## config.mk

```make
export PLATFORM = sky130hd
export DESIGN_NAME = systolic_feed_sequencer_flat
export DESIGN_NICKNAME = d
export VERILOG_FILES = /design/src/rtl/systolic_pkg.sv /design/src/rtl/systolic_feed_sequencer_if.sv /design/src/rtl/seq_down_counter.sv /design/src/rtl/systolic_feed_sequencer.sv /design/src/flat_wrapper.sv
export SDC_FILE = /design/constraint.sdc
export NUM_CORES = 1
export LEC_CHECK = 0
export CORE_MARGIN = 10
export CORE_UTILIZATION = 50
export DETAILED_ROUTE_END_ITERATION = 12
export PLACE_DENSITY = 0.76
export SETUP_SLACK_MARGIN = 0.5
export SLEW_MARGIN = 20
export SYNTH_ARGS = -nofsm -noshare
export SYNTH_HDL_FRONTEND = slang
export SYNTH_HIERARCHICAL = 1
export SYNTH_SLANG_ARGS = --single-unit
```

## constraint.sdc

```tcl
create_clock -name clk -period 5 [get_ports clk]
set_input_delay 1.25 -clock clk [delete_from_list [all_inputs] [get_ports clk]]
set_output_delay 1.25 -clock clk [all_outputs]
set_load 0.01 [all_outputs]
```

## src/rtl/systolic_pkg.sv

```systemverilog
`default_nettype none
// ============================================================================
//  Module      : systolic_pkg
//  Description : Shared state encoding and default widths for the systolic
//                feed sequencer.
//  Revision    : 1.0 - initial release
// ============================================================================
package systolic_pkg;

   typedef enum logic [2:0] {
      IDLE  = 3'd0,
      LOAD  = 3'd1,
      CLEAR = 3'd2,
      FEED  = 3'd3,
      DRAIN = 3'd4,
      DONE  = 3'd5
   } state_t;

   localparam int DEF_DIM = 32;
   localparam int SLOT_W  = $clog2(2*DEF_DIM-1);
   localparam int DIM_W   = $clog2(DEF_DIM)+1;

endpackage
`default_nettype wire

```

## src/rtl/systolic_feed_sequencer_if.sv

```systemverilog
`default_nettype none
// ============================================================================
//  Module      : systolic_feed_sequencer_if
//  Description : Control/status bundle between the accelerator controller and
//                the feed sequencer.
//  Revision    : 1.0 - initial release
// ============================================================================
interface systolic_feed_sequencer_if #(
   parameter int DIM = systolic_pkg::DEF_DIM
);
   localparam int c_DIM_W  = $clog2(DIM)+1;
   localparam int c_SLOT_W = $clog2(2*DIM-1);

   logic                start;
   logic [c_DIM_W-1:0]  cfg_n;
   logic [c_DIM_W-1:0]  cfg_p;
   logic                mat_valid;
   logic                hold;
   logic [c_DIM_W-1:0]  lay_n;
   logic [c_DIM_W-1:0]  lay_p;
   logic [c_SLOT_W-1:0] slot_idx;
   logic                arr_en;
   logic                acc_clr;
   logic                busy;
   logic                done;
   logic                err;

   modport slave (
      input  start, cfg_n, cfg_p, mat_valid, hold,
      output lay_n, lay_p, slot_idx, arr_en, acc_clr, busy, done, err
   );

   modport master (
      output start, cfg_n, cfg_p, mat_valid, hold,
      input  lay_n, lay_p, slot_idx, arr_en, acc_clr, busy, done, err
   );
endinterface
`default_nettype wire

```

## src/rtl/seq_down_counter.sv

```systemverilog
`default_nettype none
// ============================================================================
//  Module      : seq_down_counter
//  Description : Loadable down-counter with enable; flags a count of one.
//  Revision    : 1.0 - initial release
// ============================================================================
module seq_down_counter #(
   parameter int W = 8
) (
   input  wire logic         clk,
   input  wire logic         rst_n,
   input  wire logic         i_load,
   input  wire logic [W-1:0] i_load_val,
   input  wire logic         i_en,
   output logic              o_is_one
);
   logic [W-1:0] r_count;

   // Saturates at zero so a stray enable can never wrap the count.
   always_ff @(posedge clk or negedge rst_n) begin
      if (!rst_n) begin
         r_count <= '0;
      end else if (i_load) begin
         r_count <= i_load_val;
      end else if (i_en && (r_count != '0)) begin
         r_count <= r_count - W'(1);
      end
   end

   assign o_is_one = (r_count == W'(1));
endmodule
`default_nettype wire

```

## src/rtl/systolic_feed_sequencer.sv

```systemverilog
`default_nettype none
// ============================================================================
//  Module      : systolic_feed_sequencer
//  Description : Steps skewed operand layouts into the systolic array one slot
//                per cycle, drains partial sums, then reports completion.
//  Revision    : 1.0 - initial release
// ============================================================================
module systolic_feed_sequencer
   import systolic_pkg::*;
#(
   parameter int BITS      = 8,
   parameter int DIM       = 32,
   parameter int DRAIN_CYC = 63
) (
   input  wire logic               clk,
   input  wire logic               rst_n,
   systolic_feed_sequencer_if.slave bus
);
   localparam int c_DIM_W   = $clog2(DIM)+1;
   localparam int c_SLOT_W  = $clog2(2*DIM-1);
   localparam int c_FEED_W  = c_DIM_W+1;
   localparam int c_DRAIN_W = $clog2(DRAIN_CYC)+1;
   localparam logic [c_SLOT_W-1:0] c_SLOT_TOP = c_SLOT_W'(2*DIM-2);

   if ((DRAIN_CYC < 1) || (BITS < 1)) begin : g_param_chk
      $error("systolic_feed_sequencer: DRAIN_CYC and BITS must be at least 1");
   end

   state_t                r_state;
   state_t                w_state_nxt;
   logic [c_DIM_W-1:0]    r_lay_n;
   logic [c_DIM_W-1:0]    r_lay_p;
   logic                  r_err;
   logic [c_SLOT_W-1:0]   r_slot;
   logic                  w_start_ok;
   logic                  w_cfg_bad;
   logic                  w_feed_step;
   logic                  w_drain_step;
   logic                  w_feed_one;
   logic                  w_drain_one;
   logic [c_FEED_W-1:0]   w_feed_init;

   assign w_start_ok   = (r_state == IDLE) && bus.start;
   assign w_cfg_bad    = (bus.cfg_n == '0) || (bus.cfg_n > c_DIM_W'(DIM)) ||
                         (bus.cfg_p == '0) || (bus.cfg_p > c_DIM_W'(DIM));
   assign w_feed_step  = (r_state == FEED)  && !bus.hold;
   assign w_drain_step = (r_state == DRAIN) && !bus.hold;
   // One extra bit so n+p-1 cannot overflow when both are DIM.
   assign w_feed_init  = c_FEED_W'(r_lay_n) + c_FEED_W'(r_lay_p) - c_FEED_W'(1);

   seq_down_counter #(.W(c_FEED_W)) u_feed_cnt (
      .clk        (clk),
      .rst_n      (rst_n),
      .i_load     (r_state == CLEAR),
      .i_load_val (w_feed_init),
      .i_en       (w_feed_step),
      .o_is_one   (w_feed_one)
   );

   seq_down_counter #(.W(c_DRAIN_W)) u_drain_cnt (
      .clk        (clk),
      .rst_n      (rst_n),
      .i_load     (w_feed_step && w_feed_one),
      .i_load_val (c_DRAIN_W'(DRAIN_CYC)),
      .i_en       (w_drain_step),
      .o_is_one   (w_drain_one)
   );

   always_ff @(posedge clk or negedge rst_n) begin
      if (!rst_n) begin
         r_state <= IDLE;
      end else begin
         r_state <= w_state_nxt;
      end
   end

   always_comb begin
      w_state_nxt = r_state;
      case (r_state)
         IDLE:    if (bus.start)                  w_state_nxt = w_cfg_bad ? DONE : LOAD;
         LOAD:    if (bus.mat_valid)              w_state_nxt = CLEAR;
         CLEAR:                                   w_state_nxt = FEED;
         FEED:    if (w_feed_step && w_feed_one)  w_state_nxt = DRAIN;
         DRAIN:   if (w_drain_step && w_drain_one) w_state_nxt = DONE;
         DONE:                                    w_state_nxt = IDLE;
         default:                                 w_state_nxt = IDLE;
      endcase
   end

   // Slot walks down from the top column; parked at zero while draining.
   always_ff @(posedge clk or negedge rst_n) begin
      if (!rst_n) begin
         r_lay_n <= '0;
         r_lay_p <= '0;
         r_err   <= 1'b0;
         r_slot  <= c_SLOT_TOP;
      end else begin
         if (w_start_ok) begin
            r_lay_n <= bus.cfg_n;
            r_lay_p <= bus.cfg_p;
            r_err   <= w_cfg_bad;
         end
         if (r_state == CLEAR) begin
            r_slot <= c_SLOT_TOP;
         end else if (w_feed_step) begin
            r_slot <= w_feed_one ? '0 : r_slot - c_SLOT_W'(1);
         end else if (w_drain_step && w_drain_one) begin
            r_slot <= c_SLOT_TOP;
         end
      end
   end

   assign bus.lay_n    = r_lay_n;
   assign bus.lay_p    = r_lay_p;
   assign bus.slot_idx = r_slot;
   assign bus.arr_en   = ((r_state == FEED) || (r_state == DRAIN)) && !bus.hold;
   assign bus.acc_clr  = (r_state == CLEAR);
   assign bus.busy     = (r_state != IDLE);
   assign bus.done     = (r_state == DONE);
   assign bus.err      = (r_state == DONE) && r_err;
endmodule
`default_nettype wire

```

## src/flat_wrapper.sv

```systemverilog
// flat-port wrapper written by rule: the top's interface ports become plain ports
module systolic_feed_sequencer_flat import systolic_pkg::*;
#(
   parameter int BITS      = 8,
   parameter int DIM       = 32,
   parameter int DRAIN_CYC = 63
)
  (clk, rst_n, bus_start, bus_cfg_n, bus_cfg_p, bus_mat_valid, bus_hold, bus_lay_n, bus_lay_p, bus_slot_idx, bus_arr_en, bus_acc_clr, bus_busy, bus_done, bus_err);
  systolic_feed_sequencer_if #(.DIM(DIM)) bus_i ();
  input  wire logic clk;
  input  wire logic rst_n;
  input wire logic [$bits(bus_i.start)-1:0] bus_start;
  input wire logic [$bits(bus_i.cfg_n)-1:0] bus_cfg_n;
  input wire logic [$bits(bus_i.cfg_p)-1:0] bus_cfg_p;
  input wire logic [$bits(bus_i.mat_valid)-1:0] bus_mat_valid;
  input wire logic [$bits(bus_i.hold)-1:0] bus_hold;
  output wire logic [$bits(bus_i.lay_n)-1:0] bus_lay_n;
  output wire logic [$bits(bus_i.lay_p)-1:0] bus_lay_p;
  output wire logic [$bits(bus_i.slot_idx)-1:0] bus_slot_idx;
  output wire logic [$bits(bus_i.arr_en)-1:0] bus_arr_en;
  output wire logic [$bits(bus_i.acc_clr)-1:0] bus_acc_clr;
  output wire logic [$bits(bus_i.busy)-1:0] bus_busy;
  output wire logic [$bits(bus_i.done)-1:0] bus_done;
  output wire logic [$bits(bus_i.err)-1:0] bus_err;
  assign bus_i.start = bus_start;
  assign bus_i.cfg_n = bus_cfg_n;
  assign bus_i.cfg_p = bus_cfg_p;
  assign bus_i.mat_valid = bus_mat_valid;
  assign bus_i.hold = bus_hold;
  assign bus_lay_n = bus_i.lay_n;
  assign bus_lay_p = bus_i.lay_p;
  assign bus_slot_idx = bus_i.slot_idx;
  assign bus_arr_en = bus_i.arr_en;
  assign bus_acc_clr = bus_i.acc_clr;
  assign bus_busy = bus_i.busy;
  assign bus_done = bus_i.done;
  assign bus_err = bus_i.err;
  systolic_feed_sequencer #(.BITS(BITS), .DIM(DIM), .DRAIN_CYC(DRAIN_CYC)) u_core (.clk(clk), .rst_n(rst_n), .bus(bus_i));
endmodule
```

* Word level (Yosys, flattened, before mapping) *
Index checks and enable logic that the tools add are counted.

operators by class
  reduce and logical (&&, ||, !) cells = 24
  $lt $le $gt $ge = 2
  muxes and demuxes = 14
  add/subtract/negate cells = 5
  eq/ne operators = 11

operator list
  cell                                                                    count
  7-bit 2-to-1 mux                                                        4
  6-bit 2-to-1 mux                                                        4
  7-bit by 1-bit subtractor with 7-bit output (second input constant)     3
  3-bit 2-to-1 mux                                                        5
  3-bit case mux with 5 select lines                                      1
  7-bit by 1-bit equality test with 1-bit output (second input constant)  2
  7-bit nonzero test                                                      2
  6-bit greater-than comparator (second input constant)                   2
  6-bit zero test                                                         2
  1-bit logical AND                                                       9
  2-bit != test (second input constant)                                   4
  6-bit by 6-bit adder with 7-bit output                                  1
  3-bit by 2-bit equality test with 1-bit output (second input constant)  2
  3-bit equality test (second input constant)                             2
  3-bit nonzero test                                                      2
  6-bit by 1-bit subtractor with 6-bit output (second input constant)     1
  1-bit logical OR                                                        4
  4-bit AND reduction                                                     1
  2-bit nonzero test                                                      2
  3-bit by 1-bit equality test with 1-bit output (second input constant)  1
  3-bit zero test                                                         1
  1-bit zero test                                                         1

storage, ports and cells
  bits in registers = 36
  logic and storage cells = 63
  output and inout bits = 23
  input port bits = 17

* Longest topological paths before layout *
Gate-level depths: netlist of the first run.

  depth after elaboration = 7
  gate-level depth with buffers = 11
  mapped depth without buffers = 11

* Hierarchy *
Netlist of the first run, hierarchy kept.

modules (own cells, without submodules)
  module                   cells an instance  area an instance (sq um)  seq. area each (sq um)  instances
  systolic_feed_sequencer  178                1478.9                    556.8                   1
  seq_down_counter         60                 500.5                     175.2                   2

* Least setup slack after synthesis of the first run *
No wires, ideal clock.

  path kind = in2out
  start = in bus_hold
  end = out bus_arr_en
  cell stages on the path = 2
  data arrival time = 1.631 ns
  data required time = 3.750 ns
  slack = 2.119 ns
  buffers on the path = 1
  cell sequence = clkbuf_1 a21oi_1

between the ends
  word-level cells in the longest chain between the ends = 2

ends and longest elaborated chain
  item               line                            text
  from (decl)        flat_wrapper.sv:16              input wire logic [$bits(bus_i.hold)-1:0] bus_hold;
  1-bit zero test    systolic_feed_sequencer.sv:116  assign bus.arr_en = ((r_state == FEED) || (r_state == DRAIN)) && !bus.hold;
  1-bit logical AND  systolic_feed_sequencer.sv:116
  to (decl)          flat_wrapper.sv:20              output wire logic [$bits(bus_i.arr_en)-1:0] bus_arr_en;

No other way between the ends.

* Final worst setup path of the first run *
Ends and elaborated chain as after synthesis.

==> implementation parameters, run 1 <==
Parameter                              Value

Status
  Run status ... complete, no violations

Clock tree
  Total number of clock tree sinks ... 36
  Number of buffers added by the clock tree synthesis step ... 5
  Clk_lat worst skew ... 0.29 ns
  Hold_buf cts ... 0
  Root buffer selected by CTS ... sky130_fd_sc_hd__clkbuf_8
  H-tree depth reported by CTS ... 2
  Number of setup buffers added after CTS ... 0
  # resized after CTS ... 0
  Clock-pin transition on the worst setup and hold timing paths ... 0.07 ns
  CTS tree ... built
  Maximum root-to-sink buffer count ... 2

Worst setup path
  Reg2reg start ... u_core/u_feed_cnt/r_count[3]
  Worst path arrival time ... 2.53 ns
  Endpoint of the worst-slack reg-to-reg timing path ... u_core/u_drain_cnt/r_count[0]
  Depth of the most critical reg-to-reg path ... 8
  Cell with the most instances on the worst path ... sky130_fd_sc_hd__clkdlybuf4s50_1
  Crit end category ... primary output
  Data required time of the critical path ... 3.75 ns
  Highest net fanout along the worst path ... 8
  Category of the most critical setup path ... primary input to primary output
  Slowest CP cell ... sky130_fd_sc_hd__clkdlybuf4s50_1
  Category of the worst setup path launch point ... primary input
  Reg-to-reg setup timing slack ... 2.31 ns
  CP max stage delay ... 0.56 ns
  Crit path cell chain ... clkdlybuf4s50_1 > a21oi_1 > clkdlybuf4s50_1

Timing
  Hold violation count in the final report ... 0
  Period minus WS final ... 3.78 ns
  Final Slew Violations ... 0
  Measured slew at the worst slew-check pin ... 0.761 ns
  Unrepaired setup endpoints after global routing ... no
  Final Skew ... 0.0128 ns
  Worst-case hold slack ... 0.513 ns
  Worst-case headroom to the max-slew limit ... 0.492
  Summed negative setup slack over all endpoints ... 0 ns
  Setup-failing EPs final ... 0
  Timing-limited maximum frequency ... 0.264 GHz
  Crit share post-route ... 0.757

Route
  Total iterations of the first detailed-routing run ... 4
  DR vias ... 2229
  Overall routed net length ... 5810 um
  Routed len/inst ... 14.3 um
  Per-cell via count in the routed design ... 5.48
  Antenna viol nets, final ... 0
  DRC violations left ... 0
  Iteration-0 DRC count of the detailed router ... 109

Global route
  Initial antenna violation count ... 0
  Overflow after GRT ... 0
  Vias in the first global route ... 2169
  Global-route wire length before repair ... 10100 um
  Largest net degree at the start of global routing ... 37
  Global routing usage summed across all routing layers ... 0.143

Die
  Core area ... 4750 sq um
  Die span in x ... 90.4 um
  Io pins ... 40
  Die Span Y ... 90.4 um
  Count of standard-cell rows ... 25
  Overall die area ... 8180 sq um
  Initial core utilization ... 0.522

Placed design
  Count of input and output buffers ... 39
  DP Area ... 2940 sq um
  Routability Congestion ... 0.854
  DP HPWL ... 4260 um

Synth
  Post-synthesis instance area ... 2480 sq um
  Flip-flop cell with the highest count after synthesis ... sky130_fd_sc_hd__dfrtp_1
  Number of warnings issued by yosys ... 6
  Synthesized area divided by synthesized cell count ... 8.32 sq um
  Synth async-reset ratio ... 1.00
  Register area share after synthesis ... 0.366
  Number of different library cells in the post-synthesis netlist ... 48
  Synthesized flop and latch total ... 36
  Number of synthesized flops with an enable pin ... 0
  Synth Instances ... 298

Pwr
  Total power divided by cell area ... 546 nW/um^2
  PnR Total Power ... 0.00166 W
  Worst IR Drop VDD ... 0.405 mV
  Leakage power summed over all cells ... 1.30 nW

Final layout
  Antenna diodes ... 0
  Layout Area Growth over Synthesis ... 22.7%
  Share of layout cells above drive strength 1 ... 0.0706
  Fin area ... 3040 sq um
  Fin nets ... 375

Worst hold path
  Type of the tightest min-delay check ... flop to flop
  Start point of the worst min-delay path ... u_core/bus.slot_idx[1]
  Hold path endpoint ... u_core/bus.slot_idx[1]
  Min-Delay Path Depth ... 2

Flow run
  Max Cap Violations ... 0
worst max-delay path by stage:
| stage | from | end | slack [ns] |
|---|---|---|---|
| after floorplan | bus_hold | bus_arr_en | 2.12 |
| after global placement | bus_hold | bus_arr_en | 1.24 |
| after detailed placement | bus_hold | bus_arr_en | 1.22 |
| after CTS | bus_hold | bus_arr_en | 1.22 |
| after global routing | bus_hold | bus_arr_en | 1.11 |
| final | bus_hold | bus_arr_en | 1.22 |
worst max-delay path: cells and delay by family:
kind,cells,cell delay [ns]
buffers and inverters,2,1.11
AO/OA/AOI/OAI,1,0.17
sequential cells by signal, indices dropped and copies added (netlist names):
name,flops
u_core/u_drain_cnt/r_count,7
u_core/r_err,1
u_core/bus.lay_p,6
u_core/r_state,3
u_core/bus.lay_n,6
u_core/bus.slot_idx,6
u_core/u_feed_cnt/r_count,7
synth_stat cells, types with 7 or more instances:
library cell	count	area [sq um]
sky130_fd_sc_hd__nor2_1	19	71.3
sky130_fd_sc_hd__o2111ai_1	8	70.1
sky130_fd_sc_hd__clkbuf_1	7	26.3
sky130_fd_sc_hd__a21oi_1	12	60.1
sky130_fd_sc_hd__nor3_1	11	55.1
sky130_fd_sc_hd__dfrtp_1	31	776
sky130_fd_sc_hd__o211ai_1	8	60.1
sky130_fd_sc_hd__inv_1	39	146
sky130_fd_sc_hd__o21a_1	7	52.6
sky130_fd_sc_hd__o21ai_0	18	90.1
sky130_fd_sc_hd__nand2_1	38	143
sky130_fd_sc_hd__ha_1	18	225
sky130_fd_sc_hd__buf_2	7	35.0
metrics by stage:
stage / utilization / setup WS (ns) / cells
4_1_cts: 0.640 / 1.22 / 407
6_report: 0.640 / 1.22 / 407
5_1_grt: 0.640 / 1.11 / 407
3_5_place_dp: 0.619 / 1.22 / 399
2_1_floorplan: - / 2.12 / 303
3_3_place_gp: 0.619 / 1.24 / 399
final cells by class:
type                       instances  area [sq um]
inverter                          41           154
clock buffer                       8           100
multi-input combinational        212          1380
tap                               67          83.8
timing repair buffer              43           420
sequential                        36           907
fill                             426          1710
cell families after synthesis:
logic type / after synthesis / synth area share
simple gates: 103 / 0.211
xor+xnor: 3 / 0.0106
fa+ha+maj: 19 / 0.0989
buf+inv: 55 / 0.0868
compound gates: 80 / 0.224
flops: 36 / 0.366
other cells: 2 / 0.00303
layout by cell type (no fill, tap or decap), types with 6 or more instances in the layout:
cell type / instances
sky130_fd_sc_hd__o21a_1: 7
sky130_fd_sc_hd__nand3b_1: 6
sky130_fd_sc_hd__clkdlybuf4s50_1: 39
sky130_fd_sc_hd__inv_1: 39
sky130_fd_sc_hd__ha_1: 18
sky130_fd_sc_hd__a31oi_1: 6
sky130_fd_sc_hd__a21oi_1: 12
sky130_fd_sc_hd__o2111ai_1: 8
sky130_fd_sc_hd__clkbuf_8: 7
sky130_fd_sc_hd__o211ai_1: 8
sky130_fd_sc_hd__nor2_1: 19
sky130_fd_sc_hd__conb_1: 7
sky130_fd_sc_hd__or4_1: 6
sky130_fd_sc_hd__o21ai_0: 18
sky130_fd_sc_hd__nand2_1: 38
sky130_fd_sc_hd__nor3_1: 11
sky130_fd_sc_hd__dfrtp_1: 31
report_power, final:
part           total, W  switching, W  internal, W
Combinational  0.000913      0.000467     0.000446
Clock          0.000233      0.000107     0.000126
Sequential     0.000514     0.0000994     0.000414
per-layer routing:
layer	up-vias	GRT usage	routed length, um
met5	-	0	0
met4	0	0.0358	52
met3	5	0.0441	349
met2	50	0.235	2760
met1	1053	0.178	2650
li1	1121	-	-
Note: power is estimated with default switching activity, not from simulation.
==> run 2: changes to the inputs <==
clock period = 3.9 ns   (was 5 ns; I/O delays follow)
==> run 2 against run 1 <==
Cell area grew 0.25%. Clock power grew 42%. Critical endpoint unchanged. Core utilization up 0.16 points. Worst hold slack worse by 0.0060 ns.
==> implementation parameters, run 2 (synthesized netlist as in run 1, its figures left out) <==
Parameter                              Value

Timing
  Measured slew at the worst slew-check pin ... 0.744 ns (-0.0178 ns)
  Final Slew Violations ... 0 (unchanged)
  Period minus WS final ... 3.23 ns
  Crit share post-route ... 0.829
  Worst-case headroom to the max-slew limit ... 0.504 (+0.0118)
  Timing-limited maximum frequency ... 0.309 GHz
  Unrepaired setup endpoints after global routing ... no
  Summed negative setup slack over all endpoints ... 0 ns (unchanged)
  Slack of the critical path ... 0.668 ns (-0.547 ns)
  Setup-failing EPs final ... 0 (unchanged)
  Final Skew ... 0.00475 ns (-0.00809 ns)
  Hold violation count in the final report ... 0 (unchanged)

Placed design
  Number of placed instances, taps included ... 399 (unchanged)
  Worst slack at placement ... 0.671 ns (-0.554 ns)
  Count of input and output buffers ... 39 (unchanged)
  Routability Congestion ... 0.863 (+0.98%)
  DP HPWL ... 4370 um (+2.8%)

Worst setup path
  Data required time of the critical path ... 2.92 ns (-0.83 ns)
  Cell family with the largest share of critical-path delay ... buffers and inverters
  Crit end category ... primary output
  Category of the most critical setup path ... primary input to primary output
  CP max stage delay ... 0.56 ns (about the same)
  Highest net fanout along the worst path ... 8 (unchanged)
  Category of the worst setup path launch point ... primary input
  Crit path cell chain ... clkdlybuf4s50_1 > a21oi_1 > clkdlybuf4s50_1
  Worst path arrival time ... 2.26 ns (-0.27 ns)
  Reg-to-reg setup timing slack ... 1.26 ns (-1.05 ns)
  Slowest CP cell ... sky130_fd_sc_hd__clkdlybuf4s50_1
  Cell with the most instances on the worst path ... sky130_fd_sc_hd__clkdlybuf4s50_1
  Buffers and inverters on the worst path ... 2 (unchanged)

Route
  DRC violations left ... 0 (unchanged)
  Antenna viol nets, final ... 0 (unchanged)
  Total iterations of the first detailed-routing run ... 4 (unchanged)
  DR vias ... 2220 (-0.40%)
  Overall routed net length ... 5900 um (+1.6%)
  Per-cell via count in the routed design ... 5.45 (-0.40%)
  Routed len/inst ... 14.5 um (+1.6%)
  Iteration-0 DRC count of the detailed router ... 97 (-11%)

Global route
  Global routing usage summed across all routing layers ... 0.151 (+0.00770)
  Vias in the first global route ... 2268 (+4.6%)
  Largest net degree at the start of global routing ... 37 (unchanged)
  Overflow after GRT ... 0 (unchanged)
  Initial antenna violation count ... 0 (unchanged)
  Global-route wire length before repair ... 10600 um (+4.7%)

Clock tree
  Maximum root-to-sink buffer count ... 2 (unchanged)
  Hold_buf cts ... 0 (unchanged)
  CTS tree ... built
  Clock-pin transition on the worst setup and hold timing paths ... 0.07 ns (about the same)
  H-tree depth reported by CTS ... 2 (unchanged)
  Number of buffers added by the clock tree synthesis step ... 5 (unchanged)
  Number of setup buffers added after CTS ... 0 (unchanged)
  # resized after CTS ... 0 (unchanged)
  Total number of clock tree sinks ... 36 (unchanged)
  Clk_lat worst skew ... 0.29 ns (about the same)
  Root buffer selected by CTS ... sky130_fd_sc_hd__clkbuf_8

Die
  Die span in x ... 90.4 um (unchanged)
  Die Span Y ... 90.4 um (unchanged)
  Core area ... 4750 sq um (unchanged)
  Count of standard-cell rows ... 25 (unchanged)
  Io pins ... 40 (unchanged)
  Initial core utilization ... 0.522 (unchanged)
  Overall die area ... 8180 sq um (unchanged)

Pwr
  Internal power ... 0.00129 W (+31%)
  Switching portion of total power ... 0.402 (-0.00403)
  Proportion of power drawn by combinational gates ... 0.541 (-0.009)
  Reported net switching power ... 0.000868 W (+29%)
  Leakage power summed over all cells ... 1.30 nW (+0.28%)
  Total power divided by cell area ... 708 nW/um^2 (+30%)
  Worst IR Drop VDD ... 0.663 mV (+64%)
  Proportion of power drawn by flip-flops and latches ... 0.305 (-0.004)
  PnR Total Power ... 0.00216 W (+30%)
  Clock network fraction of design power ... 0.153 (+0.012)

Final layout
  Registers with the most flip-flops ... u_core/u_drain_cnt/r_count (7), u_core/u_feed_cnt/r_count (7)
  Layout Area Growth over Synthesis ... 23.0%
  Fin nets ... 375 (unchanged)
  Antenna diodes ... 0 (unchanged)
  Commonest cells after routing, fill and taps aside ... 39 x sky130_fd_sc_hd__clkdlybuf4s50_1, 39 x sky130_fd_sc_hd__inv_1, 38 x sky130_fd_sc_hd__nand2_1
  Core occupancy in the finished layout ... 0.641 (+0.00158)
  Cell Count, Final, Fillers Out ... 407 (unchanged)
  Share of layout cells above drive strength 1 ... 0.0706 (unchanged)

Status
  Run status ... complete, no violations

Worst hold path
  Type of the tightest min-delay check ... flop to flop

Flow run
  Max Cap Violations ... 0 (unchanged)
## run 2: changes by cell type in the layout (fill, tap and decap cells not counted), sizes merged
cell | before | now
clkinv | 2 | 3
bufinv | 0 | 1
clkbuf | 8 | 6
## run 2: through the flow
step,instance area [sq um],hold WS (ns)
final,3050,0.507
after global routing,3050,0.534
after CTS,3050,0.508
after detailed placement,2940,0.496
after global placement,2940,0.490
after floorplan,2500,0.487
## run 2: area by class of cell
class	count	area [sq um]
clock inverters	2	35.0
multi-input cells	212	1380
fillers	448	1710
inverters	41	154
repair buffers	43	420
well taps	67	83.8
flip-flops and latches	36	907
clock buffers	6	72.6
## run 2: path summary, 6_finish.rpt
kind | start | to | depth (start not counted)
max reg2reg | u_core/u_feed_cnt/r_count[3] | u_core/u_drain_cnt/r_count[4] | 8
max | bus_hold | bus_arr_en | 3
min in group asynchronous | rst_n | u_core/u_feed_cnt/r_count[2] | 2
max in group asynchronous | rst_n | u_core/bus.slot_idx[4] | 2
min | u_core/bus.slot_idx[1] | u_core/bus.slot_idx[1] | 2
min reg2reg | u_core/bus.slot_idx[1] | u_core/bus.slot_idx[1] | 2
## run 2: per-layer routing
metal	routed length, um	vias up	track usage
met1	2690	1045	0.187
met5	0	-	0
li1	-	1117	-
met2	2780	47	0.240
met4	106	0	0.0517
met3	317	11	0.0482
## run 2: worst reg2reg max path, cell delays in order, from the launching register on
cell	delay (ns)
sky130_fd_sc_hd__dfrtp_1	0.42
sky130_fd_sc_hd__or4_1	0.70
sky130_fd_sc_hd__nor3b_1	0.25
sky130_fd_sc_hd__buf_4	0.19
sky130_fd_sc_hd__nand2_1	0.08
sky130_fd_sc_hd__inv_1	0.26
sky130_fd_sc_hd__clkinv_1	0.32
sky130_fd_sc_hd__o211ai_1	0.16
sky130_fd_sc_hd__o311ai_0	0.14
## run 2: power groups by stage
stage / sequential [W] / clock, W / combinational, W
2_1_floorplan: 0.000674 / 0 / 0.000766
3_3_place_gp: 0.000661 / 0 / 0.00115
3_5_place_dp: 0.000663 / 0 / 0.00118
4_1_cts: 0.000660 / 0.000340 / 0.00119
5_1_grt: 0.000682 / 0.000355 / 0.00135
6_report: 0.000659 / 0.000331 / 0.00117
==> run 3: changes to the inputs <==
CORE_UTILIZATION = 49   (was 50)
PLACE_DENSITY = 0.78   (was 0.76)
clock period = 2.8 ns   (was 3.9 ns; I/O delays follow)
==> run 3 against run 2 <==
Sequential share of layout area fell by 1.9 points. Register-to-register slack got worse by 0.65 ns. Core utilization rose by 3.8 points. Global-route usage fell by 0.26 points. Total power rose by 43%. First-iteration DRC count did not move. Final cell count rose by 5.4%. Worst setup slack got worse by 0.30 ns. Critical endpoint is now bus_err. Largest cell class unchanged.
==> implementation parameters, run 3 (synthesized netlist as in run 1, its figures left out) <==
Parameter                              Value

Timing
  Timing-limited maximum frequency ... 0.411 GHz
  Final Skew ... 0.00343 ns (-0.00132 ns)
  Final Slew Violations ... 0 (unchanged)
  Crit share post-route ... 0.870
  Period minus WS final ... 2.44 ns
  Setup-failing EPs final ... 0 (unchanged)
  Summed negative setup slack over all endpoints ... 0 ns (unchanged)
  Slack of the critical path ... 0.364 ns (-0.304 ns)
  Hold violation count in the final report ... 0 (unchanged)
  Unrepaired setup endpoints after global routing ... yes

Clock tree
  Clock-pin transition on the worst setup and hold timing paths ... 0.07 ns (about the same)
  Hold_buf cts ... 0 (unchanged)
  Total number of clock tree sinks ... 36 (unchanged)
  CTS tree ... built
  H-tree depth reported by CTS ... 2 (unchanged)
  Number of buffers added by the clock tree synthesis step ... 5 (unchanged)
  Root buffer selected by CTS ... sky130_fd_sc_hd__clkbuf_8
  Maximum root-to-sink buffer count ... 2 (unchanged)
  Clk_lat worst skew ... 0.29 ns (about the same)

Pwr
  Proportion of power drawn by combinational gates ... 0.578 (+0.037)
  Proportion of power drawn by flip-flops and latches ... 0.302 (-0.003)
  Switching portion of total power ... 0.423 (+0.0213)
  Leakage power summed over all cells ... 1.44 nW (+11%)
  Internal power ... 0.00178 W (+38%)
  Reported net switching power ... 0.00131 W (+50%)
  Worst IR Drop VDD ... 0.983 mV (+48%)
  Total power divided by cell area ... 944 nW/um^2 (+33%)
  Clock network fraction of design power ... 0.119 (-0.034)

Flow run
  Max Cap Violations ... 0 (unchanged)

Route
  Iteration-0 DRC count of the detailed router ... 97 (unchanged)
  Per-cell via count in the routed design ... 5.59 (+2.4%)
  DRC violations left ... 0 (unchanged)
  Routed len/inst ... 15.5 um (+7.0%)
  Total iterations of the first detailed-routing run ... 4 (unchanged)
  DR vias ... 2396 (+7.9%)
  Antenna viol nets, final ... 0 (unchanged)
  Overall routed net length ... 6650 um (+13%)

Global route
  Global-route wire length before repair ... 10500 um (-0.46%)
  Overflow after GRT ... 0 (unchanged)
  Initial antenna violation count ... 0 (unchanged)
  Largest net degree at the start of global routing ... 37 (unchanged)
  Vias in the first global route ... 2250 (-0.79%)
  Global routing usage summed across all routing layers ... 0.148 (-0.00259)

Final layout
  Core occupancy in the finished layout ... 0.679 (+0.0376)
  Registers with the most flip-flops ... u_core/u_drain_cnt/r_count (7), u_core/u_feed_cnt/r_count (7)
  Antenna diodes ... 0 (unchanged)
  Fin nets ... 397 (+5.9%)
  Fillers ... 392 (-13%)
  Commonest cells after routing, fill and taps aside ... 38 x sky130_fd_sc_hd__inv_1, 38 x sky130_fd_sc_hd__nand2_1, 35 x sky130_fd_sc_hd__clkdlybuf4s50_1
  Layout Area Growth over Synthesis ... 31.9%
  Fin area ... 3270 sq um (+7.3%)
  Share of layout cells above drive strength 1 ... 0.169 (+0.0979)

Die
  Die Span Y ... 91.1 um (+0.79%)
  Core area ... 4820 sq um (+1.3%)
  Io pins ... 40 (unchanged)
  Die span in x ... 91.1 um (+0.79%)
  Overall die area ... 8310 sq um (+1.6%)
  Initial core utilization ... 0.515 (-0.00677)
  Count of standard-cell rows ... 25 (unchanged)

Worst hold path
  Start point of the worst min-delay path ... u_core/bus.slot_idx[1]
  Type of the tightest min-delay check ... flop to flop

Worst setup path
  Category of the most critical setup path ... flop to primary output
  Category of the worst setup path launch point ... flop
  Highest net fanout along the worst path ... 7 (-1)
  Data required time of the critical path ... 2.10 ns (-0.82 ns)
  Crit end category ... primary output
  Reg2reg start ... u_core/u_feed_cnt/r_count[3]
  Crit path cell chain ... nor3_4 > and2_1 > clkdlybuf4s50_1
  Worst path arrival time ... 1.74 ns (-0.52 ns)
  CP max stage delay ... 0.53 ns (-0.03 ns)
  Startpoint of the most critical setup path ... u_core/r_state[1]
  Slowest CP cell ... sky130_fd_sc_hd__clkdlybuf4s50_1

Placed design
  Routability Congestion ... 0.825 (-4.4%)
  DP Area ... 2990 sq um (+1.6%)
  Worst slack at placement ... 0.273 ns (-0.398 ns)
  DP HPWL ... 4610 um (+5.4%)
  Count of input and output buffers ... 39 (unchanged)

Status
  Run status ... complete, no violations
[run 3: cell types whose count changed in the layout (fill, tap and decap cells not counted), sizes merged, moves of 2 or more]
cell           change
buf               +22
clkbuf             +2
clkdlybuf4s50      -4
dlymetal6s2s       +2
[run 3: critical path, delay by kind of cell, from the launching register on]
family	cells	cell delay, ns
flip-flops	1	0.49
AND/OR/NAND/NOR	2	0.43
buffers and inverters	1	0.53
[run 3: through the flow]
stage	power (W)	hold WS [ns]	cells
6_report	0.00309	0.530	429
5_1_grt	0.00335	0.549	429
4_1_cts	0.00302	0.522	416
3_5_place_dp	0.00258	0.512	405
3_3_place_gp	0.00254	0.496	405
2_1_floorplan	0.00201	0.404	303
[run 3: power by group through the flow]
stage	Combinational (W)	Clock [W]	Sequential, W
2_1_floorplan	0.00107	0	0.000938
3_3_place_gp	0.00162	0	0.000920
3_5_place_dp	0.00166	0	0.000925
4_1_cts	0.00173	0.000371	0.000923
5_1_grt	0.00200	0.000393	0.000963
6_report	0.00178	0.000369	0.000933
[run 3: layout make-up]
class,count,area [sq um],area share
inverters,41,159,0.0486
clock buffers,7,76.3,0.0233
clock inverters,1,5.00,0.00153
flip-flops and latches,36,911,0.279
multi-input cells,212,1450,0.444
repair buffers,65,584,0.179
well taps,67,83.8,0.0256
[run 3: worst paths after layout]
check	slack (ns)	depth (start not counted)	endpoint
max in group asynchronous	1.61	2	u_core/r_state[1]
min in group asynchronous	0.84	2	u_core/bus.slot_idx[0]
worst max-delay path	0.36	3	bus_err
worst min-delay path	0.53	2	u_core/bus.slot_idx[1]
worst max register to register	0.61	7	u_core/r_state[0]
worst min register to register	0.53	2	u_core/bus.slot_idx[1]
[run 3: metal layers]
metal / part of all wire / GRT usage / vias up
met1: 0.43 / 0.185 / 1171
met2: 0.50 / 0.242 / 54
met4: 0.015 / 0.0496 / 0
li1: - / - / 1162
met5: 0 / 0 / -
met3: 0.051 / 0.0387 / 9
[run 3: timing repair]
item	in CTS	in global routing
resized for setup	13	15
endpoints found under the setup margin	12	17
setup buffers	3	13
pin swaps	1	3
